==> src/rtl/load_store_unit.sv <==
// load_store_unit: byte/half/word load-store initiator with read-modify-write for sub-word stores
module load_store_unit #(
    parameter int READ_WAIT = 0
) (
    input  logic        clk,
    input  logic        rst_n,
    input  logic        req_valid,
    output logic        req_ready,
    input  logic        req_write,
    input  logic [1:0]  req_size,
    input  logic        req_signed,
    input  logic [31:0] req_addr,
    input  logic [31:0] req_wdata,
    output logic        resp_valid,
    output logic [31:0] resp_rdata,
    output logic        resp_err,
    output logic [31:0] addrD,
    output logic [31:0] writeData,
    output logic        writeEnable,
    input  logic [31:0] dataD
);
    typedef enum logic [1:0] {IDLE, READ, WRITE, RESP} state_t;

    localparam logic [3:0] RW = 4'(READ_WAIT);

    state_t      state, state_n;
    logic [3:0]  cnt;
    logic [31:0] addr, wdata, rbuf;
    logic [1:0]  size;
    logic        sgn, wr, err;
    logic        mis, rd_done;
    logic [31:0] cur_addr, mask, merged, ext;
    logic [4:0]  sh;
    logic [15:0] lane;

    // Alignment of the incoming request; only meaningful in IDLE
    assign mis = (req_size == 2'b11) || (req_size == 2'b01 && req_addr[0]) ||
                 (req_size == 2'b10 && req_addr[1:0] != 2'b00);
    assign rd_done  = (state == READ) && (cnt == RW);
    assign cur_addr = (state == IDLE) ? req_addr : addr;
    assign sh       = {addr[1:0], 3'b000};
    assign mask     = (size == 2'b00 ? 32'h0000_00FF : 32'h0000_FFFF) << sh;
    // The merge happens on the READ exit edge, so it uses live memory data, not the buffer
    assign merged   = (dataD & ~mask) | ((wdata << sh) & mask);
    assign lane     = 16'(rbuf >> sh);
    assign ext      = (size == 2'b10) ? rbuf :
                      (size == 2'b00) ? {{24{sgn & lane[7]}}, lane[7:0]} :
                                        {{16{sgn & lane[15]}}, lane};

    // State register
    always_ff @(posedge clk or negedge rst_n) begin
        if (!rst_n) state <= IDLE;
        else        state <= state_n;
    end

    // Next-state logic
    always_comb begin
        state_n = state;
        case (state)
            IDLE:    if (req_valid) state_n = mis ? RESP : (req_write && req_size == 2'b10) ? WRITE : READ;
            READ:    if (rd_done) state_n = wr ? WRITE : RESP;
            WRITE:   state_n = RESP;
            default: state_n = IDLE;
        endcase
    end

    // Response and handshake outputs decoded from the current state
    always_comb begin
        req_ready  = (state == IDLE);
        resp_valid = (state == RESP);
        resp_err   = resp_valid && err;
        resp_rdata = (resp_valid && !err && !wr) ? ext : 32'h0;
    end

    // Request latch, read wait counter and read buffer
    always_ff @(posedge clk or negedge rst_n) begin
        if (!rst_n) begin
            addr  <= 32'h0;
            wdata <= 32'h0;
            size  <= 2'b00;
            sgn   <= 1'b0;
            wr    <= 1'b0;
            err   <= 1'b0;
            rbuf  <= 32'h0;
            cnt   <= 4'd0;
        end else begin
            if (state == IDLE && req_valid) begin
                addr  <= req_addr;
                wdata <= req_wdata;
                size  <= req_size;
                sgn   <= req_signed;
                wr    <= req_write;
                err   <= mis;
            end
            if (rd_done) rbuf <= dataD;
            cnt <= (state == READ) ? cnt + 4'd1 : 4'd0;
        end
    end

    // Registered memory port, driven from the state being entered so it lines up with READ/WRITE
    always_ff @(posedge clk or negedge rst_n) begin
        if (!rst_n) begin
            addrD       <= 32'h0;
            writeData   <= 32'h0;
            writeEnable <= 1'b0;
        end else begin
            addrD       <= (state_n == READ || state_n == WRITE) ? {cur_addr[31:2], 2'b00} : 32'h0;
            writeEnable <= (state_n == WRITE);
            writeData   <= (state_n == WRITE) ? ((state == IDLE) ? req_wdata : merged) : 32'h0;
        end
    end
endmodule

==> config.mk <==
export PLATFORM = sky130hd
export DESIGN_NAME = load_store_unit
export DESIGN_NICKNAME = d
export VERILOG_FILES = /design/src/rtl/load_store_unit.sv
export SDC_FILE = /design/constraint.sdc
export NUM_CORES = 1
export LEC_CHECK = 0
export ABC_AREA = 1
export CAP_MARGIN = 20
export CORE_MARGIN = 4
export CORE_UTILIZATION = 43
export CTS_CLUSTER_DIAMETER = 200
export CTS_CLUSTER_SIZE = 10
export DETAILED_ROUTE_END_ITERATION = 10
export PLACE_DENSITY = 0.72
export SYNTH_ARGS = -nofsm -noshare
export SYNTH_HDL_FRONTEND = slang
export SYNTH_SLANG_ARGS = --single-unit
==> constraint.sdc <==
create_clock -name clk -period 2.55 [get_ports clk]
set_input_delay 0.51 -clock clk [delete_from_list [all_inputs] [get_ports clk]]
set_output_delay 0.51 -clock clk [all_outputs]
set_load 0.005 [all_outputs]
==> impl_metrics.py, run 1 <==
metrics = {
    "cells_and_area": {
        "drive_gt1_share_pct": 12.6,
        "fill_cells": 1542,
        "diodes": 0,
        "finalNonFillerCells": 1434,
        "layout_common_cells": "nand2_1 (188), clkdlybuf4s50_1 (169), dfrtp_1 (158), o21ai_0 (142), nor2_1 (138)",
        "fin_area_um2": 11000,
        "fin_nets": 1303,
        "area_growth_pct": 41.2,
        "final_util_pct": 62.8,
        "final_common_cell": "nand2_1",
    },
    "logic_synthesis": {
        "syn_avg_cell_area_um2": 7.95,
        "synthMuxAreaShare_pct": 0.144,
        "synth_area_leaders": "dfrtp_1 (52%), nand2_1 (9.5%), o21ai_0 (9.2%)",
        "ys_async_sr_fraction_pct": 100,
        "synth_compound_area_share_pct": 17.5,
        "syn_inst": 981,
        "ys_types": 34,
        "ys_seq_area_share_pct": 52.0,
        "ys_ff_latch": 162,
        "yosysTopAreaCellShare_pct": 52.0,
        "ys_warn_count": 0,
        "synth_xor_area_share_pct": 0.225,
        "synthFlopType": "dfrtp_1",
        "netlist_area_um2": 7800,
        "synth-edff-count": 0,
        "yosys.area_share.adder_pct": 0.481,
        "yosys.area_share.simple_pct": 19.2,
        "synth_top_family_by_area": "simple AND/OR/NAND/NOR gates",
        "yosysTopAreaCell": "dfrtp_1",
    },
    "status": {
        "status": "finished with violations",
        "violations": "setup timing",
    },
    "sta": {
        "period_share_pct": 100,
        "worst_slew_pin_slew_ps": 787,
        "hold_viol": 0,
        "whs_ps": 484,
        "timing.final.ws_setup_ps": -10.7,
        "fin_crit_ps": 2560,
        "rsz0062_at_grt": "true",
        "setup_viol": 1,
        "finClkSkew_ps": 8.52,
        "fmax_ghz": 0.391,
        "maxSlewHeadroom_pct": 47.6,
        "finalMaxSlewViolations": 0,
    },
    "worst_hold_path": {
        "hp-class": "register to register",
    },
    "global_routing": {
        "antenna_found_initial": 1,
        "grt_pass1_wl_mm": 36.8,
        "grt-ovfl-total": 0,
        "grt_pass1_vias": 6945,
        "grt_usage_pct": 23.2,
        "top_usage_layer": "met2",
        "grt_util_met1_pct": 31.1,
        "met3_usage_pct": 7.37,
        "grt_max_degree": 93,
        "grt_use_met2_pct": 36.2,
    },
    "clock_tree": {
        "cts_inserted_buffers": 17,
        "cts_tree": "done",
        "clock-sinks": 162,
        "cts-htree-levels": 4,
        "cts-root-buf": "clkbuf_16",
        "insertion_delay_ps": 430,
        "clk_pin_slew_ps": 60,
        "cts_buffer_depth": 2,
    },
    "worst_setup_path": {
        "crit_path_cell_trace": "inv_4, buf_6, nor2_4, nand2_2, a21oi_2, nor2_1, clkdlybuf4s50_1",
        "rr_worst_depth": 13,
        "crit_slowest_cell": "dfrtp_2",
        "crit_path_end_kind": "output pin",
        "max_stage_delay_ps": 450,
        "arrival_ps": 2050,
        "crit_type": "register to output pin",
        "worstReg2RegEnd": "writeData[5]$_DFF_PN0_",
        "cp-endpoint": "resp_rdata[2]",
        "required_ps": 2040,
        "setup.worst_path.start": "addr[0]$_DFFE_PN0P_",
        "start_kind": "register",
        "cp_max_fo": 13,
        "r2r-start": "state[1]$_DFF_PN0_",
        "r2r_slack_ps": 430,
    },
    "power_and_ir_drop": {
        "p_comb_share_pct": 50.4,
        "leakage_nw": 5.50,
        "vdd_ir_drop_max_mv": 0.894,
        "sw_frac_of_total_pct": 41.7,
        "p_int_mw": 8.18,
        "clkPwrFrac_pct": 18.5,
        "power_density_nw_per_um2": 1270,
        "switchingPower_mw": 5.85,
        "seq_power_share_pct": 31.2,
    },
    "detailed_routing": {
        "dr.pass1.iters": 5,
        "antenna_left": 0,
        "drt_first_iter_violations": 483,
        "avgViaCountPerCell": 5.05,
        "num_vias": 7248,
        "totalWireLength_mm": 23.9,
        "drc": 0,
        "wl_per_cell_um": 16.6,
    },
    "placement": {
        "io_buffers": 200,
        "place_ws_ps": 139,
        "place_area_um2": 10000,
        "place_congestion": 0.919,
        "hpwlAfterDp_mm": 17.3,
        "numPlacedInstances": 1373,
    },
    "floorplan": {
        "die_area_um2": 20400,
        "core-area_um2": 17500,
        "die_w_um": 143,
        "rows": 48,
        "initial_utilization_pct": 44.5,
        "fp.dieH_um": 143,
        "ios": 203,
    },
    "run": {
        "maxCapViolations": 0,
    },
}
-- per-layer routing --
metal  vias to the layer above  share of wire [%]  routed length (um)
met5                         -              0.042                  10
met4                         2                2.1                 503
met3                        44                9.4                2240
met2                       286                 46               11000
met1                      3377                 42               10100
li1                       3539                  -                   -
-- layout make-up --
cell class	count	area [um2]	area share [%]
clock inverter	10	125	1.14
multi-input combinational	629	3060	27.8
clock buffer	21	480	4.36
timing repair buffer	253	2480	22.6
inverter	134	518	4.70
sequential	162	4060	36.9
tap	225	282	2.56
-- repair_timing --
item / 4_1_cts / 5_1_grt
buffers inserted: 12 / 16
endpoints found under the hold margin: 19 / 0
resized for setup: 54 / 42
pin swaps: 8 / 9
gates cloned: 1 / 1
endpoints found under the setup margin: 32 / 19
hold buffers: 1 / 0
-- power groups by stage --
stage                     logic, mW  clock network, mW  registers (mW)
final                          7.07               2.59            4.37
after floorplan                4.16                  0            4.17
after global routing           7.89               2.74            4.47
after detailed placement       6.53                  0            4.38
after CTS                      6.75               2.63            4.37
after global placement         6.41                  0            4.39
-- synth_stat cells, types with 2 or more instances --
cell type / count
a21oi_1: 36
buf_2: 28
nand2_1: 198
clkbuf_1: 19
buf_4: 4
nand3_1: 14
buf_6: 5
o21ai_0: 143
a211oi_1: 30
o211ai_1: 8
a21oi_2: 2
o22ai_1: 10
nor2_4: 2
inv_1: 128
dfrtp_1: 162
buf_1: 2
inv_2: 5
o21ai_1: 13
ha_1: 3
nor2_2: 12
nor2_1: 143
nand2_2: 2
-- sequential cells by signal (all words and copies together), names as in the netlist --
register and count:
addr 32, rbuf 32, writeData 32, addrD 30
wdata 24, cnt 4, size 2, state 2
err 1, sgn 1, wr 1, writeEnable 1
-- worst max-delay path, delay by kind of cell (launching register included) --
kind | cells | cell delay, ps
buffers and inverters | 3 | 670
AOI/OAI and AO/OA | 1 | 160
and+or+nand+nor | 3 | 350
DFF | 1 | 450
-- logic make-up after synthesis --
group | Yosys count
AO/OA/AOI/OAI | 246
other | 1
multiplexers | 1
flip-flops | 162
adder cells (fa/ha/maj) | 3
XOR/XNOR | 2
buffers and inverters | 192
AND/OR/NAND/NOR | 374
-- how the worst min path moves through the flow --
stage	start	end	slack (ps)	cells after the start
2_1_floorplan	rst_n	addrD[10]$_DFF_PN0_	210	0
3_3_place_gp	rst_n	addr[7]$_DFFE_PN0P_	370	1
3_5_place_dp	rst_n	addr[6]$_DFFE_PN0P_	380	1
4_1_cts	rst_n	addr[6]$_DFFE_PN0P_	490	2
5_1_grt	rbuf[6]$_DFFE_PN0P_	rbuf[6]$_DFFE_PN0P_	500	2
6_report	addr[4]$_DFFE_PN0P_	addr[4]$_DFFE_PN0P_	480	2
-- per-stage QoR --
step	power, mW	setup TNS, ps
after global routing	15.1	-393
after global placement	10.8	0
final	14.0	-10.7
after floorplan	8.33	0
after CTS	13.7	-391
after detailed placement	10.9	0
(Power assumes the default switching activity.)
==> run 2, diff against run 1 <==
--- a/config.mk
+++ b/config.mk
@@ -13,6 +13,8 @@
 export CTS_CLUSTER_SIZE = 10
 export DETAILED_ROUTE_END_ITERATION = 10
 export PLACE_DENSITY = 0.72
+export REMOVE_ABC_BUFFERS = 1
+export SLEW_MARGIN = 10
 export SYNTH_ARGS = -nofsm -noshare
 export SYNTH_HDL_FRONTEND = slang
 export SYNTH_SLANG_ARGS = --single-unit
==> impl_metrics.py, run 2 (same netlist as run 1, synthesis figures left out) <==
metrics = {
    "status": {
        "status": "finished with violations",
        "violations": "setup timing",
    },
    "clock_tree": {
        "cts-htree-levels": 4,
        "clock-sinks": 162,
        "cts_tree": "done",
        "insertion_delay_ps": 430,
        "cts_buffer_depth": 2,
        "hold_buffers": 0,
        "cts_inserted_buffers": 17,
        "cts-root-buf": "clkbuf_16",
        "clk_pin_slew_ps": 60,
    },
    "placement": {
        "io_buffers": 200,
        "hpwlAfterDp_mm": 16.7,
        "place_congestion": 0.944,
        "place_area_um2": 10000,
    },
    "sta": {
        "rsz0062_at_grt": "true",
        "finalMaxSlewViolations": 0,
        "fin_crit_ps": 2660,
        "timing.final.ws_setup_ps": -110,
        "whs_ps": 54.2,
        "finClkSkew_ps": 8.35,
        "fmax_ghz": 0.376,
        "hold_viol": 0,
        "setup_viol": 11,
        "maxSlewHeadroom_pct": 46.1,
        "worst_slew_pin_slew_ps": 809,
        "period_share_pct": 104,
    },
    "worst_setup_path": {
        "required_ps": 2040,
        "crit_type": "register to output pin",
        "crit_path_end_kind": "output pin",
        "start_kind": "register",
        "cp_max_fo": 8,
        "arrival_ps": 2150,
        "r2r_slack_ps": 460,
    },
    "power_and_ir_drop": {
        "seq_power_share_pct": 31.1,
        "clkPwrFrac_pct": 18.7,
        "p_int_mw": 8.19,
        "switchingPower_mw": 5.90,
        "p_comb_share_pct": 50.2,
        "sw_frac_of_total_pct": 41.9,
        "vdd_ir_drop_max_mv": 0.924,
        "leakage_nw": 5.50,
        "power_density_nw_per_um2": 1290,
    },
    "floorplan": {
        "die_area_um2": 20400,
        "initial_utilization_pct": 44.5,
        "rows": 48,
        "core-area_um2": 17500,
        "ios": 203,
        "fp.dieH_um": 143,
        "die_w_um": 143,
    },
    "cells_and_area": {
        "drive_gt1_share_pct": 12.4,
        "diodes": 0,
        "area_growth_pct": 40.4,
        "fin_nets": 1300,
        "layout_common_cells": "nand2_1 (195), clkdlybuf4s50_1 (176), dfrtp_1 (159), o21ai_0 (143), nor2_1 (136)",
        "reg_top3": "addr (32), rbuf (32), writeData (32)",
        "fin_area_um2": 11000,
        "final_common_cell": "nand2_1",
        "final_util_pct": 62.5,
    },
    "global_routing": {
        "grt_util_met1_pct": 31.8,
        "grt_pass1_wl_mm": 38.2,
        "antenna_found_initial": 2,
        "grt_use_met2_pct": 37.4,
        "grt-ovfl-total": 0,
        "grt_max_degree": 100,
        "grt_usage_pct": 24.0,
        "top_usage_layer": "met2",
        "met3_usage_pct": 9.34,
        "grt_pass1_vias": 7131,
    },
    "detailed_routing": {
        "drt_first_iter_violations": 426,
        "totalWireLength_mm": 24.0,
        "antenna_left": 0,
        "drc": 0,
        "dr.pass1.iters": 7,
        "num_vias": 7195,
        "avgViaCountPerCell": 5.03,
        "wl_per_cell_um": 16.8,
    },
    "worst_hold_path": {
        "hp-class": "input port to asynchronous set/reset pin",
    },
    "run": {
        "maxCapViolations": 0,
    },
}
run 2: area by class of cell:
type	instances	area, um2
Sequential cell	162	4060
Fill cell	1554	6580
Multi-Input combinational cell	629	3040
Timing Repair Buffer	250	2450
Inverter	134	513
Clock inverter	11	154
Tap cell	225	282
Clock buffer	20	457
run 2: worst max-delay path: stages, from the launching register on:
cell and delay, ps:
dfrtp_2 440, inv_2 120, nand2_1 60, nand2_1 60
nand2_1 60, nand2_1 100, nand2_2 70, nand2_4 110
nand2_4 100, nor2_1 100, clkdlybuf4s50_1 510
run 2: worst paths after layout:
kind | startpoint | end | cells after the start
min in group clk | wdata[21]$_DFFE_PN0P_ | wdata[21]$_DFFE_PN0P_ | 2
worst min-delay path | rst_n | rbuf[18]$_DFFE_PN0P_ | 2
worst max register to register | state[1]$_DFF_PN0_ | addrD[6]$_DFF_PN0_ | 10
worst max-delay path | addr[0]$_DFFE_PN0P_ | resp_rdata[8] | 10
max in group asynchronous | rst_n | addr[0]$_DFFE_PN0P_ | 2
worst min register to register | wdata[21]$_DFFE_PN0P_ | wdata[21]$_DFFE_PN0P_ | 2
run 2: stage by stage:
step           setup TNS (ps)  total power, mW  instances  setup slack, ps
5_1_grt                 -2140             15.2       1431             -241
4_1_cts                 -2060             14.0       1421             -185
3_3_place_gp                0             10.9       1371              183
6_report                 -584             14.1       1431             -110
2_1_floorplan          -85200             8.00        924            -1280
3_5_place_dp                0             11.0       1371              113
run 2: what timing repair did:
action | in CTS | in global routing
hold endpoints to repair | 0 | 0
gates cloned | 1 | 0
buffers inserted | 18 | 10
setup endpoints to repair | 32 | 30
pin swaps | 8 | 2
resized for setup | 38 | 50
run 2: layer usage:
layer,vias up,part of all wire [%]
li1,3527,-
met1,3321,42
met4,4,1.5
met2,309,45
met5,-,0.092
met3,34,11
run 2: power by group through the flow:
stage                     logic (mW)  clock network (mW)  registers (mW)
final                           7.07                2.64            4.38
after global routing            7.93                2.82            4.49
after CTS                       6.96                2.70            4.36
after detailed placement        6.62                   0            4.38
after global placement          6.50                   0            4.39
after floorplan                 3.75                   0            4.25
==> run 3, diff against run 2 <==
--- a/config.mk
+++ b/config.mk
@@ -12,7 +12,7 @@
 export CTS_CLUSTER_DIAMETER = 200
 export CTS_CLUSTER_SIZE = 10
 export DETAILED_ROUTE_END_ITERATION = 10
-export PLACE_DENSITY = 0.72
+export DONT_BUFFER_PORTS = 1
 export REMOVE_ABC_BUFFERS = 1
 export SLEW_MARGIN = 10
 export SYNTH_ARGS = -nofsm -noshare
==> impl_metrics.py, run 3 (same netlist as run 1, synthesis figures left out) <==
metrics = {
    "power_and_ir_drop": {
        "finalPower_mw": 12.6,
        "vdd_ir_drop_max_mv": 0.691,
        "power_density_nw_per_um2": 1460,
        "leakage_nw": 4.38,
    },
    "floorplan": {
        "die_w_um": 143,
        "rows": 48,
        "fp.dieH_um": 143,
        "initial_utilization_pct": 44.5,
        "die_area_um2": 20400,
        "ios": 203,
        "core-area_um2": 17500,
    },
    "clock_tree": {
        "insertion_delay_ps": 430,
        "cts-root-buf": "clkbuf_16",
        "cts-htree-levels": 4,
        "clock-sinks": 162,
        "clk_pin_slew_ps": 70,
        "cts_tree": "done",
        "cts_inserted_buffers": 17,
        "cts_buffer_depth": 2,
    },
    "placement": {
        "place_congestion": 0.890,
        "io_buffers": 0,
        "place_area_um2": 7940,
        "hpwlAfterDp_mm": 15.4,
    },
    "sta": {
        "worst_slew_pin_slew_ps": 796,
        "fin_crit_ps": 2390,
        "hold_viol": 162,
        "maxSlewHeadroom_pct": 46.9,
        "finClkSkew_ps": 15.7,
        "finalMaxSlewViolations": 0,
        "period_share_pct": 93.8,
        "setup_viol": 0,
        "fmax_ghz": 0.418,
        "whs_ps": -218,
        "rsz0062_at_grt": "false",
    },
    "worst_setup_path": {
        "crit_path_cell_trace": "nor2_4, inv_2, nor2_1, nor2_1, o21ai_0, inv_1",
        "crit_slowest_cell": "dfrtp_1",
        "crit_path_end_kind": "output pin",
        "cp_max_fo": 19,
        "crit_type": "register to output pin",
        "crit_top_cell": "nor2_1",
        "required_ps": 2040,
        "arrival_ps": 1880,
        "start_kind": "register",
        "max_stage_delay_ps": 510,
        "rr_worst_depth": 12,
    },
    "cells_and_area": {
        "layout_common_cells": "nand2_1 (196), dfrtp_1 (161), o21ai_0 (142), nor2_1 (140), inv_1 (125)",
        "regArea_um2": 4060,
        "fin_area_um2": 8620,
        "reg_top3": "addr (32), rbuf (32), writeData (32)",
        "final_common_cell": "nand2_1",
        "drive_gt1_share_pct": 9.23,
        "multi_input_area_um2": 2990,
        "fill_cells": 1713,
        "final_util_pct": 49.2,
        "area_growth_pct": 10.5,
        "diodes": 0,
        "fin_nets": 1068,
    },
    "global_routing": {
        "grt-ovfl-total": 0,
        "grt_pass1_vias": 6012,
        "grt_max_degree": 163,
        "grt_usage_pct": 21.9,
        "antenna_found_initial": 0,
        "grt_pass1_wl_mm": 34.4,
    },
    "detailed_routing": {
        "num_vias": 6142,
        "totalWireLength_mm": 22.1,
        "drt_first_iter_violations": 442,
        "dr.pass1.iters": 5,
        "wl_per_cell_um": 18.4,
        "avgViaCountPerCell": 5.12,
        "drc": 0,
        "antenna_left": 0,
    },
    "status": {
        "status": "finished with violations",
        "violations": "hold timing",
    },
    "worst_hold_path": {
        "hp-class": "input port to asynchronous set/reset pin",
    },
    "run": {
        "maxCapViolations": 0,
    },
}
## run 3: final cells by class
type	count	area share, %
sequential	162	47.0
tap	225	3.27
multi-input combinational	629	34.6
clock inverter	14	2.18
clock buffer	18	5.09
timing repair buffer	18	1.86
inverter	134	5.94
## run 3: through the flow
step | setup slack, ps | instances | TNS [ps]
2_1_floorplan | -1280 | 924 | -85200
3_3_place_gp | 514 | 1166 | 0
3_5_place_dp | 460 | 1166 | 0
4_1_cts | -7.97 | 1198 | -7.97
5_1_grt | 7.13 | 1200 | 0
6_report | 157 | 1200 | 0
## run 3: critical path: cells and delay by family (launching register included)
kind / cells / cell delay (ps)
AO/OA/AOI/OAI: 1 / 90
AND/OR/NAND/NOR: 3 / 550
buffers and inverters: 2 / 320
flip-flops: 1 / 510
## run 3: metal layers
layer	vias to the layer above	part of all wire, %	GRT usage [%]
met4	0	1.6	6.55
met3	19	9.8	8.44
met1	2813	44	29.4
met5	-	0	0
li1	3076	-	-
met2	234	45	33.0
## run 3: worst paths after layout
| kind | to | start | slack, ps |
|---|---|---|---|
| setup / recovery | resp_rdata[7] | size[0]$_DFFE_PN0P_ | 160 |
| hold / removal | writeData[30]$_DFF_PN0_ | rst_n | -220 |
| setup reg to reg | writeData[27]$_DFF_PN0_ | state[1]$_DFF_PN0_ | 520 |
| hold reg to reg | wdata[17]$_DFFE_PN0P_ | wdata[17]$_DFFE_PN0P_ | 470 |
| max in group asynchronous | writeData[5]$_DFF_PN0_ | rst_n | 2550 |
| min in group clk | wdata[16]$_DFFE_PN0P_ | req_wdata[16] | 210 |
## run 3: where the power goes
part | internal (mW) | leakage, nW | switching, mW
clock | 1.60 | 0.298 | 1.13
combinational | 1.78 | 2.03 | 3.68
sequential | 3.67 | 2.05 | 0.749
total | 7.05 | 4.38 | 5.57
## run 3: what timing repair did
action / CTS / global route
endpoints found under the hold margin: 162 / 162
endpoints found under the setup margin: 1 / 31
setup buffers: 0 / 1
pin swaps: 0 / 3
gates cloned: 0 / 1
gates resized for setup: 0 / 13
